### src/rtl/pc_seq_pkg.sv
// Shared definitions for the program-counter sequencer: the command codes
// produced by the priority decoder and the return-stack counter width.
package pc_seq_pkg;

   // Command selected by the priority decoder for the current cycle
   typedef logic [1:0] cmd_t;

   localparam cmd_t CMD_INC  = 2'd0;
   localparam cmd_t CMD_LD   = 2'd1;
   localparam cmd_t CMD_CALL = 2'd2;
   localparam cmd_t CMD_RET  = 2'd3;

   // Counter width for a stack of depth entries.
   // One extra bit is needed so that "full" (cnt == depth) can be represented.
   function automatic int rasCntWidth(input int depth);
      return $clog2(depth) + 1;
   endfunction

endpackage

### src/rtl/pc_ras.sv
// Return-address stack: a LIFO register array whose write pointer is the
// valid-entry count. Pushes into a full stack and pops from an empty stack
// are ignored here; the caller decides what those cases mean for the PC.
// Entry contents are not reset, because only the count defines validity.
module pc_ras
   import pc_seq_pkg::*;
#(
   parameter int DEPTH = 4,
   parameter int W     = 10
) (
   input  logic                          clk,
   input  logic                          reset,
   input  logic                          push,
   input  logic                          pop,
   input  logic [W-1:0]                  push_data,
   output logic [W-1:0]                  top_data,
   output logic [rasCntWidth(DEPTH)-1:0] cnt,
   output logic                          full,
   output logic                          empty
);

   localparam int CW = rasCntWidth(DEPTH);
   localparam int AW = $clog2(DEPTH);

   logic [CW-1:0] cnt_q;
   logic [CW-1:0] cnt_d;
   logic [W-1:0]  stack_q [DEPTH];
   logic [AW-1:0] wrIdx;
   logic [AW-1:0] topIdx;
   logic          pushOk;
   logic          popOk;

   // Full and empty come straight from the registered count.
   // DEPTH is a power of two, so the low count bits index the next free slot
   // and one below that is the top entry (also correct when full, via wrap).
   assign full     = (cnt_q == CW'(DEPTH));
   assign empty    = (cnt_q == '0);
   assign wrIdx    = cnt_q[AW-1:0];
   assign topIdx   = wrIdx - AW'(1);
   assign top_data = stack_q[topIdx];
   assign cnt      = cnt_q;

   // Push has precedence over pop if both ever arrive together
   assign pushOk = push & ~full;
   assign popOk  = pop & ~empty & ~push;

   // Next count: grows on an accepted push, shrinks on an accepted pop
   always_comb begin
      cnt_d = cnt_q;
      if (pushOk) begin
         cnt_d = cnt_q + CW'(1);
      end else if (popOk) begin
         cnt_d = cnt_q - CW'(1);
      end
   end

   // Count register; reset empties the stack regardless of its contents
   always_ff @(posedge clk or posedge reset) begin
      if (reset) begin
         cnt_q <= '0;
      end else begin
         cnt_q <= cnt_d;
      end
   end

   // Storage array; only the slot at the current count is written on a push
   always_ff @(posedge clk) begin
      if (pushOk) begin
         stack_q[wrIdx] <= push_data;
      end
   end

endmodule

### src/rtl/pc_sequencer.sv
// Fetch-stage program counter with stall, absolute load, call/return through
// an internal return-address stack, and configurable reset vector and step.
// Optional build macro: PC_SEQ_TRAP_EN adds a trap output; stack overflow and
// underflow then redirect the PC to TRAP_VEC with a one-cycle trap pulse.
// Without it, an overflowing call still jumps (the push is dropped) and an
// underflowing return behaves as a plain increment.
module pc_sequencer
   import pc_seq_pkg::*;
#(
   parameter int          PC_W      = 10,
   parameter int unsigned STEP      = 1,
   parameter int unsigned RESET_VEC = 0,
   parameter int          RAS_DEPTH = 4,
   parameter int unsigned TRAP_VEC  = 1023
) (
   input  logic                              clk,
   input  logic                              reset,
   input  logic                              en,
   input  logic                              ld_en,
   input  logic [PC_W-1:0]                   ld_addr,
   input  logic                              call_en,
   input  logic [PC_W-1:0]                   call_addr,
   input  logic                              ret_en,
   output logic [PC_W-1:0]                   pc_out,
   output logic [rasCntWidth(RAS_DEPTH)-1:0] ras_cnt,
   output logic                              ras_full,
   output logic                              ras_empty
`ifdef PC_SEQ_TRAP_EN
   ,
   output logic                              trap
`endif
);

   localparam int CW = rasCntWidth(RAS_DEPTH);

   logic [PC_W-1:0] pc_q;
   logic [PC_W-1:0] pc_d;
   logic [PC_W-1:0] pcInc;
   logic [PC_W-1:0] topData;
   logic            rasPush;
   logic            rasPop;
   logic            rasFull;
   logic            rasEmpty;
   logic [CW-1:0]   rasCnt;
   cmd_t            cmd;
`ifdef PC_SEQ_TRAP_EN
   logic            trap_q;
   logic            trap_d;
`endif

   // Sequential successor address; also the return address pushed on a call.
   // Wrap past the top of the address space is silent.
   assign pcInc = pc_q + PC_W'(STEP);

   pc_ras #(
      .DEPTH (RAS_DEPTH),
      .W     (PC_W)
   ) uRas (
      .clk       (clk),
      .reset     (reset),
      .push      (rasPush),
      .pop       (rasPop),
      .push_data (pcInc),
      .top_data  (topData),
      .cnt       (rasCnt),
      .full      (rasFull),
      .empty     (rasEmpty)
   );

   // Priority decoder: load beats call beats return beats plain increment
   always_comb begin
      cmd = CMD_INC;
      if (ld_en) begin
         cmd = CMD_LD;
      end else if (call_en) begin
         cmd = CMD_CALL;
      end else if (ret_en) begin
         cmd = CMD_RET;
      end
   end

   // Next-PC mux and stack requests; nothing changes while stalled
   always_comb begin
      pc_d    = pc_q;
      rasPush = 1'b0;
      rasPop  = 1'b0;
`ifdef PC_SEQ_TRAP_EN
      trap_d  = 1'b0;
`endif
      if (en) begin
         case (cmd)
            CMD_LD: begin
               pc_d = ld_addr;
            end
            CMD_CALL: begin
               if (!rasFull) begin
                  rasPush = 1'b1;
                  pc_d    = call_addr;
               end else begin
`ifdef PC_SEQ_TRAP_EN
                  pc_d   = PC_W'(TRAP_VEC);
                  trap_d = 1'b1;
`else
                  pc_d   = call_addr;
`endif
               end
            end
            CMD_RET: begin
               if (!rasEmpty) begin
                  rasPop = 1'b1;
                  pc_d   = topData;
               end else begin
`ifdef PC_SEQ_TRAP_EN
                  pc_d   = PC_W'(TRAP_VEC);
                  trap_d = 1'b1;
`else
                  pc_d   = pcInc;
`endif
               end
            end
            default: begin
               pc_d = pcInc;
            end
         endcase
      end
   end

   // PC register; reset returns to the configured reset vector
   always_ff @(posedge clk or posedge reset) begin
      if (reset) begin
         pc_q <= PC_W'(RESET_VEC);
      end else begin
         pc_q <= pc_d;
      end
   end

`ifdef PC_SEQ_TRAP_EN
   // Trap pulse is registered so it lines up with the PC entering TRAP_VEC
   always_ff @(posedge clk or posedge reset) begin
      if (reset) begin
         trap_q <= 1'b0;
      end else begin
         trap_q <= trap_d;
      end
   end

   assign trap = trap_q;
`endif

   assign pc_out    = pc_q;
   assign ras_cnt   = rasCnt;
   assign ras_full  = rasFull;
   assign ras_empty = rasEmpty;

endmodule

### config.mk
export PLATFORM = sky130hd
export DESIGN_NAME = pc_sequencer
export DESIGN_NICKNAME = d
export VERILOG_FILES = /design/src/rtl/pc_seq_pkg.sv /design/src/rtl/pc_ras.sv /design/src/rtl/pc_sequencer.sv
export SDC_FILE = /design/constraint.sdc
export NUM_CORES = 1
export LEC_CHECK = 0
export ABC_AREA = 1
export CAP_MARGIN = 20
export CORE_UTILIZATION = 49
export DETAILED_ROUTE_END_ITERATION = 7
export GPL_TIMING_DRIVEN = 0
export PLACE_DENSITY = 0.76
export SETUP_SLACK_MARGIN = 0.4
export SLEW_MARGIN = 40
export SYNTH_ARGS = -nofsm -noshare
export SYNTH_HDL_FRONTEND = slang
export SYNTH_SLANG_ARGS = --single-unit
### constraint.sdc
create_clock -name clk -period 2.12 [get_ports clk]
set_input_delay 0.636 -clock clk [delete_from_list [all_inputs] [get_ports clk]]
set_output_delay 0.636 -clock clk [all_outputs]
set_load 0.02 [all_outputs]
* Word-level counts from Yosys, hierarchy flattened
Memory sizes are Yosys's and may differ from the RTL's. Index checks and enable logic that the tools add are counted.
Storage, ports and cells: bits in writable memories 40, memories kept 1, logic and storage cells 34, bits in read-only memories 0, register bits 13, latch bits 0, bits of input ports 26
Memories:
- uRas.stack_q | depth 4, width 10, read ports 1, clocked after memory_dff 0, write ports 1, RTL line pc_ras.sv:27 | logic [W-1:0] stack_q [DEPTH];
Operators by class: reduce and logical (&&, ||, !) cells 2, equality and inequality tests 4, order comparisons 0, div/mod/pow operators 0, bitwise operators 6, multipliers 0, muxes and demuxes 15, add/subtract/negate cells 4, shifts and indexed selects 0
Operators by type and width (count):
- 10-bit one-hot mux with 3 select lines | 1
- 10-bit by 1-bit adder with 10-bit output (second input constant) | 1
- 10-bit two-way mux | 1
- 1-bit two-way mux | 8
- 2-bit two-way mux | 3
- 3-bit two-way mux | 2
- 2-bit equality test (second input constant) | 2
- 3-bit by 1-bit adder with 3-bit output (second input constant) | 1
- 1-bit bitwise AND | 3
- 3-bit equality test (second input constant) | 1
- 3-bit zero test | 1
- 1-bit inverter | 3
- 3-bit by 1-bit subtractor with 3-bit output (second input constant) | 1
- 2-bit by 1-bit equality test with 1-bit output (second input constant) | 1
- 2-bit nonzero test | 1
- 2-bit by 1-bit subtractor with 2-bit output (second input constant) | 1

* Logic depth before layout (Yosys ltp)
Gate-level depths: netlist (run 1).
depth after elaboration 10, gate-level depth with buffers 14

* By module
From an unflattened synthesis (run 1), not the netlist that was laid out.
Second synthesis, totals: cells, all modules 323, area total of the unflattened synthesis 2787.7 um^2
By module, submodules not included:
- pc_ras | seq. area each 1276.2 um^2, cells each 138, area each 1778.0 um^2, times used 1
- pc_sequencer | seq. area each 250.2 um^2, cells each 185, area each 1009.7 um^2, times used 1

* Least setup slack after synthesis (run 1)
Ideal clock, no wire load.
path kind register to register, start point register uRas.cnt_q[0] (netlist: uRas.cnt[0]), end point memory uRas.stack_q[0][0] (enable), cell stages (with the launch flop) 7, data arrival time 1.955 ns, slack -0.225 ns, path buffers 2, setup time 0.390 ns, required time 1.730 ns, cell sequence dfrtp_1 -> buf_4 -> inv_4 -> buf_4 -> ha_1 -> nand2_2 -> nor3_1
On the way: cells in the longest elaborated chain, start to end 7, elaborated cells on any way between the ends 8
Ends and longest elaborated chain:
- start: declaration | RTL line pc_ras.sv:25 | logic [CW-1:0] cnt_q;
- start signal: assignment | RTL line pc_ras.sv:62 | cnt_q <= cnt_d;
- 3-bit equality test | RTL line pc_ras.sv:36 | assign full = (cnt_q == CW'(DEPTH));
- 1-bit two-way mux | RTL line pc_sequencer.sv:96 | if (!rasFull) begin
- 1-bit two-way mux | RTL line pc_sequencer.sv:91 | case (cmd)
- 1-bit two-way mux | RTL line pc_sequencer.sv:90 | if (en) begin
- 1-bit bitwise AND | RTL line pc_ras.sv:44 | assign pushOk = push & ~full;
- 1-bit two-way mux | RTL line pc_ras.sv:68 | if (pushOk) begin
- 1-bit two-way mux (not written as such) | RTL line pc_ras.sv:69 | stack_q[wrIdx] <= push_data;
- end: declaration | RTL line pc_ras.sv:27
Several ways; a longest one is shown, not always the timed one.

* Worst setup path in the final report (run 1)
start point register uRas.cnt_q[0] (netlist: uRas.cnt[0]), end point output ras_full
On the way: cells in the longest elaborated chain, start to end 1
Ends and longest elaborated chain:
- 3-bit equality test | RTL line pc_ras.sv:36
- end: declaration | RTL line pc_sequencer.sv:26 | output logic ras_full,
No other way between the ends.

==> metrics, run 1 <==
outcome completed; Post-Place Cells ~430; Max Root-Sink Buffers 2; Non-Filler Instances roughly 470; Post-synth ARST share between 20 and 25%; Boundary Pins 41; Startpoint Class flop; vias in the first global route 2200; Hold Crit Depth 2; clock-pin slew on the worst setup and hold paths 100 ps; layout cells sized above 1 a little under a third; CTS tree built; GPL Wtd Cong between 0.9 and 1; port bufs 40; pwr/cell area about 1200 nW/um^2; Hold WS 573 ps; router iterations before antenna repair 4; final WL between 7000 and 8000 um; most common library cells after synthesis 90 x nand2_1, 46 x nor2_1, 40 x edfxtp_1, 33 x inv_1, 23 x nand3_1; Final Setup Violations 0; Post-synth EDFFs 40; Placement Setup Slack -456 ps; relative slew slack between 60% and 70%; via-per-instance ratio approximately 5; n_diodes 0; Layout Skew around 6.4 ps; worst r2r path cells 14; Avg Cell Area, Syn slightly below 9 sq um; Nets 427; Worst-Margin Slew 586 ps; Synth area leader edfxtp_1; row count 27; Hold Crit Class flop to flop; main flop type after synthesis edfxtp_1; Max Cap Viol 0; Final Util 71.3%; CTS buffer count 5; slowest CP cell dfrtp_2; register area share after synthesis between 50% and 60%; count leader, synth nand2_1; Die Y between 70 and 80 um; Critical Path, Cell by Cell buf_6 > inv_8 > buf_8 > ha_4 > nand2_4 > inv_2 > buf_6; worst endpoint required time around 1500 ps; crit path buf inv count 5; Synthesis Warnings 0; unique cell type count in the Yosys netlist 32; Layout fillers about 400; Die X about 78 um; crit path DAT around 1400 ps; syn nets around 350; P_leak roughly 1.7 nW; Synth area leaders edfxtp_1 42%, nand2_1 12%, dfrtp_1 11%; CTS H-tree lvls 2; critical path class flop to primary output; reg2reg start uRas.cnt[0]; Seq cells post-synth 53; die area 6090 sq um; cell repeated most along the worst path buf_6; CTS sink count 53; Post-DP HPWL approximately 4600 um; Setup WS post-layout between 70 and 80 ps; Gate Count Post-Synth 320; Max Slew Vio Count 0; largest net degree at the start of global routing 18; Top delay family on crit path buffers and inverters; CP endpoint ras_full; Clock Tree Root clkbuf_8; final hold vios 0; core area approximately 5500 sq um; Clock Latency Late Sink 310 ps; DRC 0; via count between 2000 and 2500; Cell Area, Synth about 2800 sq um; RSZ-0062 raised after global routing true; Fin Setup TNS 0 ps; initial antenna violation count 0; reg2reg end uRas.cnt[2]; multi-input logic area 1270 sq um; register area ~1500 sq um; CP max stage delay between 400 and 500 ps; crit share post-route 96.5%; WP depth 7; first-pass GRT wire length roughly 11000 um; routed len/inst roughly 16 um; total gr overflow 0; minimum clock period 2050 ps; hold path start pc_out[9]; crit path max fanout 3; starting density of the core 51.1%; CP endpoint kind primary output; Synth top area share a little over two fifths; Post-DRT Antenna Nets 0; VDD IR-drop max roughly 580 uV; Max Fclk 489 MHz; area delta synth->final 39.5%; critical path startpoint uRas.cnt[0]; Global Route Usage Sum 23.7%; R2R setup slack around 160 ps; Starting DRT DRC Count about 150
-- report_power, final --
group          internal (mW)  switching [mW]  leakage, nW
Sequential              1.28           0.102        0.508
Combinational           1.14            1.35         1.15
Clock                  0.354           0.345       0.0543
-- layer usage --
metal / track usage [%] / wire length (um)
met1: 32.8 / 3190
met5: 0 / 0
met4: 7.41 / 179
met3: 2.09 / 315
met2: 39.9 / 3670
-- logic make-up (layout without fill, tap and decap cells) --
kind of cell / Yosys count / after routing / share of synthesized area (%)
fa+ha+maj: 6 / 6 / 2.65
buf+inv: 52 / 128 / 8.09
xor+xnor: 6 / 6 / 1.86
simple gates: 177 / 177 / 27.8
compound gates: 26 / 26 / 5.70
flops: 53 / 53 / 53.9
-- flip-flops by register name, summed over array words and instances (netlist names) --
name and cells:
pc_out 10, uRas.cnt 3, uRas.stack_q 40
-- worst min-delay path, delay by kind of cell (launching register included) --
kind / cells / cell delay [ps]
flops: 1 / 380
compound gates: 1 / 100
simple gates: 1 / 60
-- cell usage in the layout (no fill, tap or decap), drive strengths merged --
cell type / n
inv: 40
nand3b: 3
o21bai: 1
xor2: 3
ha: 6
nand3: 27
clkdlybuf4s15: 6
and2: 1
a21oi: 4
a22oi: 7
nand4: 1
o21ai: 14
dlymetal6s2s: 1
nor2: 51
clkdlybuf4s50: 22
dfrtp: 13
xnor2: 3
clkinv: 2
nor3: 1
dlygate4sd2: 4
clkbuf: 10
clkinvlp: 3
buf: 39
nand2: 93
bufinv: 1
edfxtp: 40
-- timing repair --
action | CTS | global route
endpoints found under the setup margin | 68 | 59
cloned | 0 | 2
gates resized for setup | 59 | 43
hold endpoints to repair | 0 | 0
buffers inserted | 16 | 10
hold buffers | 0 | 0
pin swaps | 9 | 33
-- through the flow --
step / total power [mW] / cell area, sq um
3_3_place_gp: 3.05 / 3380
5_1_grt: 4.84 / 3950
3_5_place_dp: 3.09 / 3380
4_1_cts: 3.94 / 3710
2_1_floorplan: 2.54 / 2890
6_report: 4.57 / 3950
-- how the worst min path moves through the flow --
stage	to
final	pc_out[9]
after global routing	pc_out[1]
after CTS	pc_out[9]
after detailed placement	pc_out[9]
after global placement	pc_out[9]
after floorplan	pc_out[0]
-- final cells by class --
| type | instances | share of cell area (%) |
|---|---|---|
| timing repair buffer | 68 | 17.1 |
| clock buffer | 5 | 1.74 |
| clock inverter | 3 | 1.17 |
| buffer | 9 | 2.34 |
| inverter | 43 | 4.53 |
| tap | 72 | 2.28 |
| sequential | 53 | 38.8 |
| multi-input combinational | 215 | 32.1 |
Power figures use the tool's default switching activity.
==> run 2: changes to the inputs <==
--- a/config.mk
+++ b/config.mk
@@ -12,6 +12,7 @@
 export GPL_TIMING_DRIVEN = 0
 export PLACE_DENSITY = 0.76
 export SETUP_SLACK_MARGIN = 0.4
+export SKIP_LAST_GASP = 1
 export SLEW_MARGIN = 40
 export SYNTH_ARGS = -nofsm -noshare
 export SYNTH_HDL_FRONTEND = slang
==> results of run 2 <==
No change in the layout: final DEF, timing and power equal those of run 1.
